[src/rtl/pe_pkg.sv]
// Shared types for the PE dispatcher: FSM states, default feature vector, coordinate widths.
// Fallback geometry macros are defined here so every file sees the same defaults.
`ifndef IA_ROW
`define IA_ROW 8
`endif
`ifndef IA_COL
`define IA_COL 8
`endif
`ifndef IA_CHANNEL
`define IA_CHANNEL 4
`endif
`ifndef IA_DATA_BITWIDTH
`define IA_DATA_BITWIDTH 8
`endif

package pe_pkg;

  typedef enum logic [2:0] {
    S_IDLE,
    S_START,
    S_WAIT,
    S_OUT,
    S_DONE
  } state_e;

  // Coordinates need one extra bit so a count can hold the full size itself.
  localparam int unsigned DEF_ROW_W  = $clog2(`IA_ROW) + 1;
  localparam int unsigned DEF_COL_W  = $clog2(`IA_COL) + 1;
  localparam int unsigned DEF_LANES  = 3 * `IA_CHANNEL;
  localparam int unsigned DEF_DATA_W = `IA_DATA_BITWIDTH;

  typedef logic signed [DEF_DATA_W-1:0] feature_t [0:DEF_LANES-1];

  function automatic int unsigned coord_w(input int unsigned n);
    return $clog2(n) + 1;
  endfunction

endpackage

[src/rtl/pe_dispatcher_if.sv]
// Result stream from the dispatcher to the output-feature writer (valid/ready with row/col tags).
interface pe_dispatcher_if
  import pe_pkg::*;
#(
  parameter int unsigned ROW_W  = DEF_ROW_W,
  parameter int unsigned COL_W  = DEF_COL_W,
  parameter int unsigned LANES  = DEF_LANES,
  parameter int unsigned DATA_W = DEF_DATA_W
);
  logic                     out_valid;
  logic                     out_ready;
  logic [ROW_W-1:0]         out_h;
  logic [COL_W-1:0]         out_w;
  logic signed [DATA_W-1:0] out_feature [0:LANES-1];

  modport master (
    output out_valid,
    output out_h,
    output out_w,
    output out_feature,
    input  out_ready
  );

  modport slave (
    input  out_valid,
    input  out_h,
    input  out_w,
    input  out_feature,
    output out_ready
  );
endinterface

[src/rtl/pe_raster_cnt.sv]
// Row-major (h, w) raster counter; sizes are clamped to the array geometry when loaded.
module pe_raster_cnt
  import pe_pkg::*;
#(
  parameter int unsigned IA_ROW = 8,
  parameter int unsigned IA_COL = 8,
  localparam int unsigned ROW_W = coord_w(IA_ROW),
  localparam int unsigned COL_W = coord_w(IA_COL)
) (
  input  logic             i_clk,
  input  logic             i_rst,
  input  logic             i_load,
  input  logic [ROW_W-1:0] i_rows,
  input  logic [COL_W-1:0] i_cols,
  input  logic             i_adv,
  output logic [ROW_W-1:0] o_h,
  output logic [COL_W-1:0] o_w,
  output logic             o_last
);
  logic [ROW_W-1:0] r_rows, r_h, w_rows_clamp;
  logic [COL_W-1:0] r_cols, r_w, w_cols_clamp;
  logic             w_row_end;

  assign w_rows_clamp = (i_rows > ROW_W'(IA_ROW)) ? ROW_W'(IA_ROW) : i_rows;
  assign w_cols_clamp = (i_cols > COL_W'(IA_COL)) ? COL_W'(IA_COL) : i_cols;
  assign w_row_end    = (r_w == r_cols - COL_W'(1));

  always_ff @(posedge i_clk or posedge i_rst) begin
    if (i_rst) begin
      r_rows <= '0;
      r_cols <= '0;
      r_h    <= '0;
      r_w    <= '0;
    end else if (i_load) begin
      r_rows <= w_rows_clamp;
      r_cols <= w_cols_clamp;
      r_h    <= '0;
      r_w    <= '0;
    end else if (i_adv) begin
      if (w_row_end) begin
        r_w <= '0;
        r_h <= r_h + ROW_W'(1);
      end else begin
        r_w <= r_w + COL_W'(1);
      end
    end
  end

  assign o_h    = r_h;
  assign o_w    = r_w;
  assign o_last = w_row_end && (r_h == r_rows - ROW_W'(1));
endmodule

[src/rtl/pe_dispatcher.sv]
// Walks an (h, w) raster, starts the PE per position and streams each captured result downstream.
// Optional PE_TIMEOUT_EN adds a watchdog on the PE finish that aborts the run with a sticky error.
`ifndef IA_ROW
`define IA_ROW 8
`endif
`ifndef IA_COL
`define IA_COL 8
`endif
`ifndef IA_CHANNEL
`define IA_CHANNEL 4
`endif
`ifndef IA_DATA_BITWIDTH
`define IA_DATA_BITWIDTH 8
`endif

module pe_dispatcher
  import pe_pkg::*;
#(
  parameter int unsigned IA_ROW           = `IA_ROW,
  parameter int unsigned IA_COL           = `IA_COL,
  parameter int unsigned IA_CHANNEL       = `IA_CHANNEL,
  parameter int unsigned IA_DATA_BITWIDTH = `IA_DATA_BITWIDTH,
  parameter int unsigned TIMEOUT_CYCLES   = 1024,
  localparam int unsigned ROW_W = coord_w(IA_ROW),
  localparam int unsigned COL_W = coord_w(IA_COL),
  localparam int unsigned LANES = 3 * IA_CHANNEL
) (
  input  logic                               i_clk,
  input  logic                               i_rst,
  input  logic                               i_start,
  input  logic [ROW_W-1:0]                   i_rows,
  input  logic [COL_W-1:0]                   i_cols,
  output logic                               o_busy,
  output logic                               o_done,
  output logic                               o_error,
  output logic                               o_pe_start,
  output logic [ROW_W-1:0]                   o_pe_ia_h,
  output logic [COL_W-1:0]                   o_pe_ia_w,
  input  logic                               i_pe_finish,
  input  logic signed [IA_DATA_BITWIDTH-1:0] i_pe_feature [0:LANES-1],
  pe_dispatcher_if.master                    o_out
);
  state_e           r_state, w_state_next;
  logic             r_first;
  logic             w_start_idle, w_size_zero, w_load, w_accept, w_hs, w_adv, w_last, w_timeout;
  logic [ROW_W-1:0] r_out_h;
  logic [COL_W-1:0] r_out_w;
  logic signed [IA_DATA_BITWIDTH-1:0] r_out_feature [0:LANES-1];

  assign w_start_idle = (r_state == S_IDLE) && i_start;
  assign w_size_zero  = (i_rows == '0) || (i_cols == '0);
  assign w_load       = w_start_idle && !w_size_zero;
  // The first S_WAIT cycle may still show a stale finish from the previous position.
  assign w_accept     = (r_state == S_WAIT) && !r_first && i_pe_finish;
  assign w_hs         = (r_state == S_OUT) && o_out.out_ready;
  assign w_adv        = w_hs && !w_last;

  pe_raster_cnt #(
    .IA_ROW(IA_ROW),
    .IA_COL(IA_COL)
  ) u_raster (
    .i_clk (i_clk),
    .i_rst (i_rst),
    .i_load(w_load),
    .i_rows(i_rows),
    .i_cols(i_cols),
    .i_adv (w_adv),
    .o_h   (o_pe_ia_h),
    .o_w   (o_pe_ia_w),
    .o_last(w_last)
  );

`ifdef PE_TIMEOUT_EN
  localparam int unsigned WD_W = $clog2(TIMEOUT_CYCLES + 1);
  logic [WD_W-1:0] r_wdog;
  logic            r_error;

  assign w_timeout = (r_state == S_WAIT) && !w_accept && (r_wdog == WD_W'(TIMEOUT_CYCLES - 1));

  always_ff @(posedge i_clk or posedge i_rst) begin
    if (i_rst) begin
      r_wdog <= '0;
    end else if (r_state == S_START) begin
      r_wdog <= '0;
    end else if (r_state == S_WAIT) begin
      r_wdog <= r_wdog + WD_W'(1);
    end
  end

  always_ff @(posedge i_clk or posedge i_rst) begin
    if (i_rst) begin
      r_error <= 1'b0;
    end else if (w_start_idle) begin
      r_error <= 1'b0;
    end else if (w_timeout) begin
      r_error <= 1'b1;
    end
  end

  assign o_error = r_error;
`else
  logic w_unused_timeout;
  assign w_unused_timeout = ^TIMEOUT_CYCLES;
  assign w_timeout        = 1'b0;
  assign o_error          = 1'b0;
`endif

  always_ff @(posedge i_clk or posedge i_rst) begin
    if (i_rst) begin
      r_state <= S_IDLE;
    end else begin
      r_state <= w_state_next;
    end
  end

  always_comb begin
    w_state_next = r_state;
    unique case (r_state)
      S_IDLE:  if (i_start) w_state_next = w_size_zero ? S_DONE : S_START;
      S_START: w_state_next = S_WAIT;
      S_WAIT: begin
        if (w_accept) begin
          w_state_next = S_OUT;
        end else if (w_timeout) begin
          w_state_next = S_DONE;
        end
      end
      S_OUT:   if (w_hs) w_state_next = w_last ? S_DONE : S_START;
      S_DONE:  w_state_next = S_IDLE;
      default: w_state_next = S_IDLE;
    endcase
  end

  always_comb begin
    o_busy          = (r_state != S_IDLE);
    o_done          = (r_state == S_DONE);
    o_pe_start      = (r_state == S_START);
    o_out.out_valid = (r_state == S_OUT);
  end

  always_ff @(posedge i_clk or posedge i_rst) begin
    if (i_rst) begin
      r_first <= 1'b0;
    end else begin
      r_first <= (r_state == S_START);
    end
  end

  always_ff @(posedge i_clk or posedge i_rst) begin
    if (i_rst) begin
      r_out_h       <= '0;
      r_out_w       <= '0;
      r_out_feature <= '{default: '0};
    end else if (w_accept) begin
      r_out_h       <= o_pe_ia_h;
      r_out_w       <= o_pe_ia_w;
      r_out_feature <= i_pe_feature;
    end
  end

  assign o_out.out_h       = r_out_h;
  assign o_out.out_w       = r_out_w;
  assign o_out.out_feature = r_out_feature;
endmodule
[src/flat_wrapper.sv]
// flat-port wrapper written by rule: the top's interface ports become plain ports
module pe_dispatcher_flat import pe_pkg::*;
#(
  parameter int unsigned IA_ROW           = `IA_ROW,
  parameter int unsigned IA_COL           = `IA_COL,
  parameter int unsigned IA_CHANNEL       = `IA_CHANNEL,
  parameter int unsigned IA_DATA_BITWIDTH = `IA_DATA_BITWIDTH,
  parameter int unsigned TIMEOUT_CYCLES   = 1024,
  localparam int unsigned ROW_W = coord_w(IA_ROW),
  localparam int unsigned COL_W = coord_w(IA_COL),
  localparam int unsigned LANES = 3 * IA_CHANNEL
)
  (i_clk, i_rst, i_start, i_rows, i_cols, o_busy, o_done, o_error, o_pe_start, o_pe_ia_h, o_pe_ia_w, i_pe_finish, i_pe_feature, o_out_out_valid, o_out_out_h, o_out_out_w, o_out_out_feature, o_out_out_ready);
  pe_dispatcher_if o_out_i ();
  input  logic i_clk;
  input  logic i_rst;
  input  logic i_start;
  input  logic [ROW_W-1:0] i_rows;
  input  logic [COL_W-1:0] i_cols;
  output logic o_busy;
  output logic o_done;
  output logic o_error;
  output logic o_pe_start;
  output logic [ROW_W-1:0] o_pe_ia_h;
  output logic [COL_W-1:0] o_pe_ia_w;
  input  logic i_pe_finish;
  input  logic signed [IA_DATA_BITWIDTH-1:0] i_pe_feature[0:LANES-1];
  output wire logic [$bits(o_out_i.out_valid)-1:0] o_out_out_valid;
  output wire logic [$bits(o_out_i.out_h)-1:0] o_out_out_h;
  output wire logic [$bits(o_out_i.out_w)-1:0] o_out_out_w;
  output wire logic [$bits(o_out_i.out_feature)-1:0] o_out_out_feature;
  input wire logic [$bits(o_out_i.out_ready)-1:0] o_out_out_ready;
  assign o_out_out_valid = o_out_i.out_valid;
  assign o_out_out_h = o_out_i.out_h;
  assign o_out_out_w = o_out_i.out_w;
  assign o_out_out_feature = {>>{o_out_i.out_feature}};
  assign o_out_i.out_ready = o_out_out_ready;
  pe_dispatcher #(.IA_ROW(IA_ROW), .IA_COL(IA_COL), .IA_CHANNEL(IA_CHANNEL), .IA_DATA_BITWIDTH(IA_DATA_BITWIDTH), .TIMEOUT_CYCLES(TIMEOUT_CYCLES)) u_core (.i_clk(i_clk), .i_rst(i_rst), .i_start(i_start), .i_rows(i_rows), .i_cols(i_cols), .o_busy(o_busy), .o_done(o_done), .o_error(o_error), .o_pe_start(o_pe_start), .o_pe_ia_h(o_pe_ia_h), .o_pe_ia_w(o_pe_ia_w), .i_pe_finish(i_pe_finish), .i_pe_feature(i_pe_feature), .o_out(o_out_i));
endmodule
[config.mk]
export PLATFORM = sky130hd
export DESIGN_NAME = pe_dispatcher_flat
export DESIGN_NICKNAME = d
export VERILOG_FILES = /design/src/rtl/pe_pkg.sv /design/src/rtl/pe_dispatcher_if.sv /design/src/rtl/pe_raster_cnt.sv /design/src/rtl/pe_dispatcher.sv /design/src/flat_wrapper.sv
export SDC_FILE = /design/constraint.sdc
export NUM_CORES = 1
export LEC_CHECK = 0
export BUFFER_PORTS_ARGS = -buffer_cell sky130_fd_sc_hd__buf_2
export CORE_ASPECT_RATIO = 0.5
export CORE_UTILIZATION = 47
export CTS_BUF_LIST = sky130_fd_sc_hd__clkbuf_4 sky130_fd_sc_hd__clkbuf_8 sky130_fd_sc_hd__clkbuf_16
export DETAILED_ROUTE_END_ITERATION = 6
export GPL_TIMING_DRIVEN = 0
export HOLD_SLACK_MARGIN = 0.08
export PLACE_DENSITY = 0.79
export SYNTH_ARGS = -nofsm -noshare
export SYNTH_HDL_FRONTEND = slang
export SYNTH_SLANG_ARGS = --single-unit
[constraint.sdc]
create_clock -name i_clk -period 4.3 [get_ports i_clk]
set_input_delay 0.43 -clock i_clk [delete_from_list [all_inputs] [get_ports i_clk]]
set_output_delay 0.43 -clock i_clk [all_outputs]
set_load 0.01 [all_outputs]
Yosys cells after proc, flatten, opt, wreduce, memory -nomap -nowiden
Index checks and enable logic that the tools add are counted.
{"block": "totals", "register_bits": 124, "latchBits": 0, "ramBits": 0, "mem_bits_ro": 0, "input_bits": 109, "out_inout_bits": 117, "word_cells": 68, "mem_count": 0}
{"block": "classes", "addsub": 4, "n_mul": 0, "n_div": 0, "magnitude_cmp": 2, "eq_ne": 9, "n_shift": 0, "mux": 14, "bitwise_logic": 0, "n_reduce_logical": 19}
{"operator": "$mux W4", "count": 8}
{"operator": "$mux W3", "count": 5}
{"operator": "$pmux W3 S4", "count": 1}
{"operator": "$add A4 B1 Y4 const B", "count": 2}
{"operator": "$eq A4 B4 Y1", "count": 2}
{"operator": "$gt A4 B4 Y1 const B", "count": 2}
{"operator": "$logic_not A4 Y1", "count": 2}
{"operator": "$sub A4 B1 Y4 const B", "count": 2}
{"operator": "$logic_and A1 B1 Y1", "count": 7}
{"operator": "$eq A3 B2 Y1 const B", "count": 2}
{"operator": "$ne A2 B1 Y1 const B", "count": 2}
{"operator": "$reduce_bool A2 Y1", "count": 2}
{"operator": "$eq A3 B1 Y1 const B", "count": 1}
{"operator": "$eq A3 B3 Y1 const B", "count": 1}
{"operator": "$logic_not A1 Y1", "count": 3}
{"operator": "$logic_not A3 Y1", "count": 1}
{"operator": "$reduce_and A3 Y1", "count": 1}
{"operator": "$reduce_bool A3 Y1", "count": 1}
{"operator": "$ne A2 B2 Y1 const B", "count": 1}
{"operator": "$reduce_and A2 Y1", "count": 1}
{"operator": "$logic_or A1 B1 Y1", "count": 1}

Logic depth before layout (Yosys ltp)
{"block": "logic_depth", "depth_word": 7, "ltp_mapped": 8, "ltp_nobuf": 7}

Cells and area by module
A second synthesis with hierarchy kept.
{"block": "unflattened", "hier_cells": 347, "area_unflattened_um2": 5111.2}
{"module": "pe_dispatcher", "instances": 1, "cells_per_inst": 253, "area_per_inst_um2": 4157.7, "seq_area_each_um2": 2702.6}
{"module": "pe_raster_cnt", "instances": 1, "cells_per_inst": 94, "area_per_inst_um2": 953.4, "seq_area_each_um2": 400.4}

Worst setup path before layout
No wires, ideal clock.
{"block": "synth_path", "path_kind": "flip-flop to flip-flop", "from": "register u_core.u_raster.r_cols[0]", "to": "register u_core.u_raster.r_h[3] (netlist: u_core.u_raster.o_h[3])", "setup_ns": 0.119, "arrival_ns": 1.812, "t_required_ns": 4.181, "slack_ns": 2.369, "path_stages_with_launch": 8, "path_buffers": 0, "period_less_slack_ns": 1.931, "path_cell_list": "dfrtp_1 inv_1 ha_1 xor2_1 nand2_1 or4_4 o21a_1 o21a_1"}
{"block": "synth_via", "elab_chain_len": 7, "elab_cells_between_ends": 8, "cone_classes": "add/sub: 1; eq/ne: 1; reduce/logical: 6"}
{"item": "start: declaration", "line_no": "pe_raster_cnt.sv:21", "text": "logic [COL_W-1:0] r_cols, r_w, w_cols_clamp;"}
{"item": "start signal: assignment", "line_no": "pe_raster_cnt.sv:36", "text": "r_cols <= w_cols_clamp;"}
{"item": "$sub A4 B1 Y4 *", "line_no": "pe_raster_cnt.sv:26", "text": "assign w_row_end = (r_w == r_cols - COL_W'(1));"}
{"item": "$eq A4 B4 Y1 *", "line_no": "pe_raster_cnt.sv:26"}
{"item": "$logic_and A1 B1 Y1", "line_no": "pe_raster_cnt.sv:51", "text": "assign o_last = w_row_end && (r_h == r_rows - ROW_W'(1));"}
{"item": "$logic_not A1 Y1", "line_no": "pe_dispatcher.sv:56", "text": "assign w_adv = w_hs && !w_last;"}
{"item": "$logic_and A1 B1 Y1", "line_no": "pe_dispatcher.sv:56"}
{"item": "$reduce_bool A2 Y1 (no line)"}
{"item": "$reduce_and A2 Y1 (no line) *"}
{"item": "end signal: assignment", "line_no": "pe_raster_cnt.sv:42", "text": "r_h <= r_h + ROW_W'(1);"}
{"item": "end: declaration", "line_no": "pe_raster_cnt.sv:20", "text": "logic [ROW_W-1:0] r_rows, r_h, w_rows_clamp;"}
Every way passes the cells marked *; elsewhere a longest branch is shown, timed or not.
A chain may end at the register's enable or synchronous reset.

Worst setup path in the final report
{"block": "layout_path", "from": "register u_core.u_raster.r_rows[0]", "to": "register u_core.r_state[0]"}
{"block": "layout_via", "elab_chain_len": 6}
{"item": "start: declaration", "line_no": "pe_raster_cnt.sv:20"}
{"item": "start signal: assignment", "line_no": "pe_raster_cnt.sv:35", "text": "r_rows <= w_rows_clamp;"}
{"item": "$sub A4 B1 Y4", "line_no": "pe_raster_cnt.sv:51"}
{"item": "$eq A4 B4 Y1", "line_no": "pe_raster_cnt.sv:51"}
{"item": "$logic_and A1 B1 Y1", "line_no": "pe_raster_cnt.sv:51"}
{"item": "$mux W3 (2 in a row)", "line_no": "pe_dispatcher.sv:128", "text": "S_OUT: if (w_hs) w_state_next = w_last ? S_DONE : S_START;"}
{"item": "$pmux W3 S4", "line_no": "pe_dispatcher.sv:118", "text": "unique case (r_state)"}
{"item": "end signal: assignment", "line_no": "pe_dispatcher.sv:112", "text": "r_state <= w_state_next;"}
{"item": "end: declaration", "line_no": "pe_dispatcher.sv:43", "text": "state_e r_state, w_state_next;"}
Every way passes these cells. The select of a mux whose other input is x is not followed.

==> key figures <==
Placement
  – Pre-CTS setup slack: ~2100 ps
  – Placement Cell Area: 6500 µm²
  – Global placer's final weighted congestion: 0.808
  – Port bufs: 224
  – Post-DP HPWL: 8600 µm

Floorplan
  – Overall die height: ~76 µm
  – Starting Density: 49.6%
  – Die W: approximately 150 µm
  – FP Rows: 26
  – Top-level port count: roughly 230
  – Core box area: 10400 µm²
  – Die area: ~11000 µm²

Global routing
  – Met3 usage in global routing: 4.79%
  – Vias in the first global route: about 3900
  – GR Util met2: slightly below 40%
  – First-pass GRT wire length: 18900 µm
  – GRT met1 Usage: between 20% and 30%
  – Grt total ovfl: 0
  – Largest net degree at the start of global routing: 76
  – Busiest grt layer: met2
  – Initial antenna violation count: 0
  – GRT Total Usage: 21.6%

Finish
  – Antenna Cells: 0
  – Share of layout cells above drive strength 1: between 60% and 70%
  – Layout area overhead: 37.3%
  – Nets: about 730
  – Post-route cell area: 7110 µm²

Timing
  – Final hold violations: 0
  – Final Setup Violations: 0
  – Minimum clock period: between 2000 and 2500 ps
  – Unrepaired setup endpoints after global routing: false
  – Fmax: between 0.4 and 0.5 GHz
  – Slew @ Worst Pin: roughly 550 ps
  – Pins Over Slew Limit: 0
  – Worst Slack Setup Final: about 2200 ps
  – Fin Clk Skew: a little over 6 ps
  – Slew Limit Headroom: between 60% and 70%
  – Period utilization: ~49%

Pwr
  – Pleak: 0.00347 µW
  – Pwr/cell area: between 700 and 800 nW/µm²
  – Peak supply drop: 361 µV
  – Switch share: approximately 33%
  – Clock group share of total power: roughly a quarter
  – Comb pwr share: 38.7%
  – Net Sw Power: about 1900 µW
  – Internal power: roughly 3800 µW
  – Total power: 5620 µW
  – Seq pwr share: a little over a third

Worst setup path
  – Worst path most repeated cell: xnor2_1
  – Worst-path fanout max: 10
  – Critical Path AT: roughly 2400 ps
  – Max incr delay on CP: between 400 and 500 ps
  – Worst path cell trace: inv_1 -> ha_1 -> xnor2_1 -> xnor2_1 -> nor4_4 -> buf_4 -> nand2_1 -> a211o_1
  – Startpoint Class: flop
  – CP max-delay cell: dfrtp_1
  – Crit Path Class: reg2reg
  – Crit path capture type: flop
  – WP data required: between 4000 and 5000 ps

Yosys
  – Largest cells by area after synthesis: dfrtp_1, mux2_2, xnor2_1
  – Synth cell types: between 40 and 50
  – Synthesis Warnings: 0
  – Post-synth top area share: ~60%
  – Post-synth top area cell: dfrtp_1
  – Synthesized flop and latch total: approximately 120
  – Avg Cell Area, Syn: ~14 µm²
  – Cells after synthesis: 367
  – Syn nets: 480
  – Synth Flop Type: dfrtp_1
  – Register area share after synthesis: between 50% and 60%
  – Post-synth EDFFs: 0
  – FFs w/ async S/R, synth: 100%
  – Post-Synthesis Cell Area: 5180 µm²

Clocking
  – Worst skew pair latency: 400 ps
  – H-tree depth: 4
  – CTS max path bufs: 2
  – Root Driver: clkbuf_16
  – Inserted Clock Buffers: 17
  – TritonCTS clock tree: done
  – CTS clk-pin slew, worst paths: around 60 ps
  – Number of gates resized after cts: 0
  – Clock sink total: about 120

Detailed routing
  – WL final: 11700 µm
  – DR iter-0 viols: 116
  – Drt pass-1 iters: 4
  – Detailed-route DRC error count: 0
  – Vias: 3784
  – DRT antenna net count: 0
  – Routed WL per cell: 15.3 µm
  – Vias per cell: approximately 5.0

Outcome
  – Status: finished clean

Flow run
  – Max-cap viol count: 0

Hold path
  – HP Class: in2reg
[sequential cells by signal (all words and copies together), names as in the netlist]
name,cells
u_core.o_out.out_feature,96
u_core.o_out.out_h,4
u_core.o_out.out_w,4
u_core.r_first,1
u_core.r_state,3
u_core.u_raster.o_h,4
u_core.u_raster.o_w,4
u_core.u_raster.r_cols,4
u_core.u_raster.r_rows,4
[critical path: cells and delay by family (launching register included)]
family | cells | cell delay (ps)
buffers and inverters | 2 | 310
and+or+nand+nor | 2 | 470
adders and majority gates | 1 | 210
xor gates and xnor gates | 2 | 300
DFF | 1 | 420
AOI/OAI and AO/OA | 1 | 260
[repair_timing]
action                    CTS  global route
hold buffers                1             0
buffers inserted            0             0
hold endpoints to repair   30             0
[cells in the final DEF, fill, tap and decap left out, drive strengths merged, types with 3 or more instances in the layout]
cell,netlist,final
buf,16,241
nor3,8,8
ha,4,4
clkbuf,4,30
inv,6,6
nand2b,6,6
nor2,4,4
or4,3,3
o21ai,8,8
nand4,4,4
nand2,22,22
mux2,105,105
xnor2,10,10
a21oi,4,4
dfrtp,124,124
nand3,7,7
[worst paths after layout]
kind	from	end	cells after the start	slack (ps)
max	u_core.u_raster.r_rows[0]	u_core.r_state[0]	8	2190
min	i_pe_feature[80]	u_core.o_out.out_feature[80]	2	260
max reg2reg	u_core.u_raster.r_rows[0]	u_core.r_state[0]	8	2190
min reg2reg	u_core.o_out.out_feature[80]	u_core.o_out.out_feature[80]	1	500
max in group asynchronous	i_rst	u_core.o_out.out_feature[39]	4	2940
min in group asynchronous	i_rst	u_core.o_out.out_feature[76]	3	640
[metrics by stage]
| stage | setup TNS (ps) | hold slack [ps] | util [%] | std cells |
|---|---|---|---|---|
| floorplan | 0 | 464 | - | 367 |
| global placement | -95130 | 484 | 62.0 | 731 |
| detailed placement | 0 | 490 | 62.3 | 732 |
| CTS | 0 | 242 | 68.1 | 764 |
| global route | 0 | 242 | 68.1 | 764 |
| finish | 0 | 259 | 68.1 | 764 |
[kinds of logic after synthesis]
kind of cell	after synthesis	share of synthesized area, %
DFF	124	59.9
muxes	105	22.8
and+or+nand+nor	69	8.05
AOI/OAI and AO/OA	26	3.53
buffers and inverters	26	2.56
xor gates and xnor gates	12	2.03
adders and majority gates	4	0.967
other	1	0.0724
[power groups by stage]
stage	sequential [µW]	combinational, µW	clock (µW)
final	2050	2180	1390
after global routing	2130	2380	1480
after CTS	2060	2210	1420
after detailed placement	2070	2200	0
after global placement	2030	2130	0
after floorplan	2290	1130	0
[area by class of cell]
class | count | area [µm²]
inverter | 6 | 27.5
buffer | 20 | 110
fill | 820 | 3340
clock inverter | 5 | 55.1
timing repair buffer | 226 | 1160
multi-input combinational | 217 | 1940
sequential | 124 | 3100
clock buffer | 26 | 537
tap | 140 | 175
[synthesized netlist by cell type, types with 2 or more instances]
cell type,count
o41ai_1,2
o21ai_1,7
a21oi_1,4
buf_1,4
xor2_1,2
buf_2,8
nand2_1,22
mux2_2,105
buf_4,4
dfrtp_1,124
nand3_1,6
or4b_1,2
nand4_1,3
nor2b_1,2
ha_1,4
nor2_1,3
a41o_1,2
or4_1,2
clkbuf_1,3
nand2b_1,6
nand4b_1,2
nor3_1,6
nor3b_1,2
o21a_1,2
xnor2_1,10
nor3_2,2
inv_1,6
[per-layer routing]
metal  up-vias  share of wire [%]
met4         0                2.4
met3        25                4.1
met5         -                  0
met1      1838                 39
li1       1813                  -
met2       108                 54
Note: power is estimated with default switching activity, not from simulation.
